--- src/rtl/seg_load_unit_pkg.sv ---
// Shared definitions for segment-register loading: segment selector encoding,
// bus widths, byte-lane encodings and word-address helper.
package seg_load_unit_pkg;

   localparam int unsigned ADDR_W  = 20;
   localparam int unsigned WADDR_W = 19;
   localparam int unsigned DATA_W  = 16;

   // Segment register selector, shared with the segment register file.
   typedef enum logic [1:0] {
      SEG_ES = 2'd0,
      SEG_CS = 2'd1,
      SEG_SS = 2'd2,
      SEG_DS = 2'd3
   } seg_sel_t;

   localparam logic [1:0] BSEL_NONE = 2'b00;
   localparam logic [1:0] BSEL_LO   = 2'b01;
   localparam logic [1:0] BSEL_HI   = 2'b10;
   localparam logic [1:0] BSEL_WORD = 2'b11;

   // Word address of the first (second=0) or following (second=1) word that
   // holds a byte address; the increment wraps modulo 2^19.
   function automatic logic [WADDR_W-1:0] word_addr(input logic [ADDR_W-1:0] byte_addr,
                                                    input logic              second);
      return byte_addr[ADDR_W-1:1] + {{(WADDR_W-1){1'b0}}, second};
   endfunction

endpackage

--- src/rtl/seg_load_unit.sv ---
// Loads a 16-bit segment register value from word-wide memory, splitting an
// unaligned operand into two byte accesses, then writes it to the register file.
module seg_load_unit
   import seg_load_unit_pkg::*;
(
   input  logic               clk,
   input  logic               reset,
   input  logic               start,
   input  logic [1:0]         sel,
   input  logic [ADDR_W-1:0]  addr,
   output logic               busy,
   output logic [WADDR_W-1:0] m_addr,
   output logic [1:0]         m_bytesel,
   output logic               m_access,
   input  logic               m_ack,
   input  logic [DATA_W-1:0]  m_data_in,
   output logic               wr_en,
   output logic [1:0]         wr_sel,
   output logic [DATA_W-1:0]  wr_val,
   output logic               complete,
   output logic               ss_loaded
);

   typedef enum logic [1:0] {
      IDLE   = 2'd0,
      ACC_LO = 2'd1,
      ACC_HI = 2'd2,
      WRITE  = 2'd3
   } state_t;

   state_t              state;
   state_t              state_nxt;
   seg_sel_t            sel_q;
   logic [ADDR_W-1:0]   addr_q;
   logic [DATA_W-1:0]   val_q;
   logic                unaligned;

   assign unaligned = addr_q[0];

   // NOTE: sequential state uses non-blocking assignments so every register
   // samples pre-edge values regardless of process evaluation order.
   always_ff @(posedge clk) begin
      if (reset) state <= IDLE;
      else       state <= state_nxt;
   end

   always_comb begin
      // NOTE: default assignment first so no path through the case leaves
      // state_nxt unassigned, which would infer a latch.
      state_nxt = state;
      case (state)
         IDLE:    if (start) state_nxt = ACC_LO;
         ACC_LO:  if (m_ack) state_nxt = unaligned ? ACC_HI : WRITE;
         ACC_HI:  if (m_ack) state_nxt = WRITE;
         WRITE:   state_nxt = IDLE;
         default: state_nxt = IDLE;
      endcase
   end

   // Operand latch and value assembly. m_ack only matters in the access states.
   // NOTE: these datapath registers do not strictly need a reset because every
   // output they feed is gated by state; clearing them keeps simulation X-free.
   always_ff @(posedge clk) begin
      if (reset) begin
         sel_q  <= SEG_ES;
         addr_q <= '0;
         val_q  <= '0;
      end else begin
         case (state)
            IDLE: begin
               if (start) begin
                  sel_q  <= seg_sel_t'(sel);
                  addr_q <= addr;
               end
            end
            ACC_LO: begin
               if (m_ack) begin
                  if (unaligned) val_q <= {8'h00, m_data_in[15:8]};
                  else           val_q <= m_data_in;
               end
            end
            ACC_HI: begin
               if (m_ack) val_q[15:8] <= m_data_in[7:0];
            end
            default: ;
         endcase
      end
   end

   // Outputs decode registered state and latched operands only.
   always_comb begin
      busy      = 1'b0;
      m_access  = 1'b0;
      m_addr    = '0;
      m_bytesel = BSEL_NONE;
      wr_en     = 1'b0;
      wr_sel    = 2'b00;
      wr_val    = '0;
      complete  = 1'b0;
      ss_loaded = 1'b0;
      case (state)
         ACC_LO: begin
            busy      = 1'b1;
            m_access  = 1'b1;
            m_addr    = word_addr(addr_q, 1'b0);
            m_bytesel = unaligned ? BSEL_HI : BSEL_WORD;
         end
         ACC_HI: begin
            busy      = 1'b1;
            m_access  = 1'b1;
            m_addr    = word_addr(addr_q, 1'b1);
            m_bytesel = BSEL_LO;
         end
         WRITE: begin
            busy      = 1'b1;
            wr_en     = 1'b1;
            wr_sel    = sel_q;
            wr_val    = val_q;
            complete  = 1'b1;
            ss_loaded = (sel_q == SEG_SS);
         end
         default: ;
      endcase
   end

endmodule

--- config.mk ---
export PLATFORM = sky130hd
export DESIGN_NAME = seg_load_unit
export DESIGN_NICKNAME = d
export VERILOG_FILES = /design/src/rtl/seg_load_unit_pkg.sv /design/src/rtl/seg_load_unit.sv
export SDC_FILE = /design/constraint.sdc
export NUM_CORES = 1
export LEC_CHECK = 0
export CORE_MARGIN = 3
export CORE_UTILIZATION = 39
export DETAILED_ROUTE_END_ITERATION = 6
export PLACE_DENSITY = 0.78
export SYNTH_ARGS = -nofsm -noshare
export SYNTH_HDL_FRONTEND = slang
export SYNTH_SLANG_ARGS = --single-unit
export TNS_END_PERCENT = 50
--- constraint.sdc ---
create_clock -name clk -period 3.2 [get_ports clk]
set_input_delay 0.48 -clock clk [delete_from_list [all_inputs] [get_ports clk]]
set_output_delay 0.48 -clock clk [all_outputs]
set_load 0.01 [all_outputs]
==> out/summary.txt, run 1 <==
Status = finished, final reports clean
Antenna violations before repair = 0
Final Worst Setup Slack = 138 ps
WP buf/inv = 2
Area share of the largest cell type after synthesis = 0.335
Synth-to-Final Area Change = 39.8%
DP Worst Slack = 209 ps
CP max FO = 15
Number of global-route vias before repair = 2,313
TritonCTS buffer count = 5
Commonest non-fill, non-tap cell in the layout = clkdlybuf4s50_1
Worst Path Arrival = 2580 ps
Crit Reg-Reg Startpoint = state[0]
Clk slew on worst S/H paths = 80 ps
Critical-path cell list = inv_1, ha_2, nand2_4, or4_1, nand3_1, clkdlybuf4s50_1
Setup TNS = 0 ps
Initial Util = 0.418
GRT overflow = 0
Reg2reg end = val_q[13]
Final setup vio count = 0
Syn Nets = 363
# DRC = 0
Crit path depth = 6
Main synth FF type = dfxtp_1
First-pass GRT wire length = 11,500 um
FMAX = 327 MHz
Final hold vios = 0
GPL Wtd Cong = 0.871
RSZ-0062 raised after global routing = no
Die area = 7100 um^2
Final ANT Viol Nets = 0
Commonest cells after routing, fill and taps aside = clkdlybuf4s50_1 (85), nand2_1 (55), dfxtp_1 (40)
Pleak = 0.00120 uW
Die width = 84.2 um
WP data required = 2720 ps
Switching power = 904 uW
# port buffers = 85
Slowest-stage cell, CP = or4_1
HPWL Detailed = 5010 um
Fin crit period = 3060 ps
CP delay by family, top = simple AND/OR/NAND/NOR gates
Number of synthesis warnings = 0
R2R depth = 6
Clock sinks = 40
Clock Tree Buf Depth = 2
Hold-fix buffers at CTS = 0
Count of cell types in the netlist = 44
Post-CTS Repair Setup Buffers = 0
Internal Pwr Total = 1290 uW
Slew margin rel. = 0.488
FF+latch area = 801 um^2
Largest net degree at the start of global routing = 41
Reported max-cap violation count = 0
CP Class = reg -> out
Switching part of the total = 0.412
CTS tree = done
Share of layout cells above drive strength 1 = 0.0515
Startpoint type of the worst setup path = flip-flop
Drt initial violations = 193
# rows = 27
Final cycle utilization of the critical path = 0.957
Multi-input logic area = 1440 um^2
Mean post-synth cell area = 7.58 um^2
Layout net count = 435
Antenna cells = 0
Final Skew = 7.13 ps
Async set-or-reset flop fraction in the synthesized netlist = 0
Flop pwr share = 0.343
Core area = 5710 um^2
Number of synthesized flops with an enable pin = 0
Post-synthesis sequential area ratio = 0.335
Least-Margin Pin Slew = 766 ps
FF+latch count, synth = 40
Synth area leaders = dfxtp_1 (34%), nand2_1 (8.8%), a21oi_1 (6.1%), and2_1 (5.8%), a211oi_1 (5.3%)
Clock power frac = 0.159
Die extent in y = 84.2 um
I/O Pins = 86
DR vias = 2,429
Cell Pwr Density = 657 nW/um^2
Reg-to-reg slack, setup = 1250 ps
Number of vias per cell = 5.28
Routed wire length = 6910 um
GRT Total Usage = 0.194
Cell taking the most area after synthesis = dfxtp_1
Max-slew violations = 0
WL/cell = 15.0 um
Fillers = 538
Peak VDD IR = 0.468 mV
CTS root buffer = clkbuf_8
H-tree depth = 2
Logic pwr share = 0.499
DRT Pass-1 Iters = 4
Cells after Synth = 315
Skew-Pair Late Insertion Delay = 280 ps
Crit path capture type = output pin
Post-Syn Area = 2390 um^2
Min-delay worst type = reg -> reg
Crit path capture = m_addr[18]
Start point of the critical path = state[1]
Slowest stage delay, CP = 530 ps
layout make-up:
| class | instances | share of cell area |
|---|---|---|
| repair buffers | 89 | 0.264 |
| inverters | 8 | 0.00900 |
| clock buffers | 7 | 0.0259 |
| multi-input cells | 243 | 0.432 |
| clock inverters | 1 | 0.00225 |
| well taps | 72 | 0.0270 |
| flip-flops and latches | 40 | 0.240 |
worst reg2reg max path, cell delays in order (launching register included):
cell,delay (ps)
dfxtp_1,370
inv_1,110
ha_1,300
buf_4,230
nor2_1,430
a22oi_1,190
a211oi_1,250
registers in the layout, summed over array words and instances, names as in the netlist:
| name | count |
|---|---|
| addr_q | 20 |
| sel_q | 2 |
| state | 2 |
| val_q | 16 |
Yosys cell counts, types with 2 or more instances:
library cell	number
buf_4	3
and3_1	3
or3_1	4
ha_1	6
buf_6	3
nand3_1	6
nand4_2	2
nor3_1	2
nand2_1	56
a21o_1	2
nor4_1	4
a21oi_1	29
and4_1	3
xor2_1	2
mux2i_1	9
nand3b_1	2
a211oi_1	17
nand4_1	4
nor2_1	21
and2_1	22
nor2b_1	6
a22oi_1	10
a31oi_1	6
a21boi_0	2
inv_1	8
clkbuf_1	12
dfxtp_1	40
o21ai_0	11
buf_2	5
routing by layer:
| metal | share of wire | vias to the layer above | GRT usage |
|---|---|---|---|
| met5 | 0 | - | 0 |
| met1 | 0.48 | 1109 | 0.274 |
| met2 | 0.48 | 59 | 0.313 |
| met3 | 0.036 | 6 | 0.0265 |
| li1 | - | 1255 | - |
| met4 | 0.012 | 0 | 0.0439 |
power by group through the flow:
stage | Sequential, uW | Combinational, uW | Clock, uW
after CTS | 747 | 1080 | 355
after detailed placement | 757 | 1070 | 0
after global placement | 747 | 1040 | 0
after floorplan | 710 | 762 | 0
after global routing | 773 | 1220 | 378
final | 751 | 1090 | 348
timing repair:
item	4_1_cts	5_1_grt
resized for setup	1	4
endpoints found under the setup margin	1	6
endpoints found under the hold margin	0	0
cell families after synthesis:
logic type / after synthesis / synth area share
buf+inv: 32 / 0.0671
mux: 10 / 0.0425
flops: 40 / 0.335
fa+ha+maj: 6 / 0.0314
simple gates: 139 / 0.290
compound gates: 85 / 0.223
xor+xnor: 3 / 0.0110
worst min path at each step:
stage,start,end,slack (ps),cells after the start
after floorplan,sel_q[1],sel_q[1],430,2
after global placement,sel_q[1],sel_q[1],440,2
after detailed placement,sel_q[1],sel_q[1],460,2
after CTS,sel_q[1],sel_q[1],470,2
after global routing,sel_q[0],sel_q[0],510,2
final,sel_q[1],sel_q[1],470,2
through the flow:
step / util / hold slack [ps] / area [um^2] / cells / power [uW]
2_1_floorplan: - / 432 / 2390 / 315 / 1470
3_3_place_gp: 0.565 / 441 / 3230 / 452 / 1790
3_5_place_dp: 0.565 / 459 / 3230 / 452 / 1820
4_1_cts: 0.582 / 470 / 3320 / 460 / 2180
5_1_grt: 0.585 / 509 / 3340 / 460 / 2370
6_report: 0.585 / 472 / 3340 / 460 / 2190
(Power assumes the default switching activity.)
==> run 2, diff against run 1 <==
CTS_CLUSTER_DIAMETER = 200   (was not set)
==> results of run 2 <==
Same layout as run 1: the final DEF is identical, and so are final timing and power.
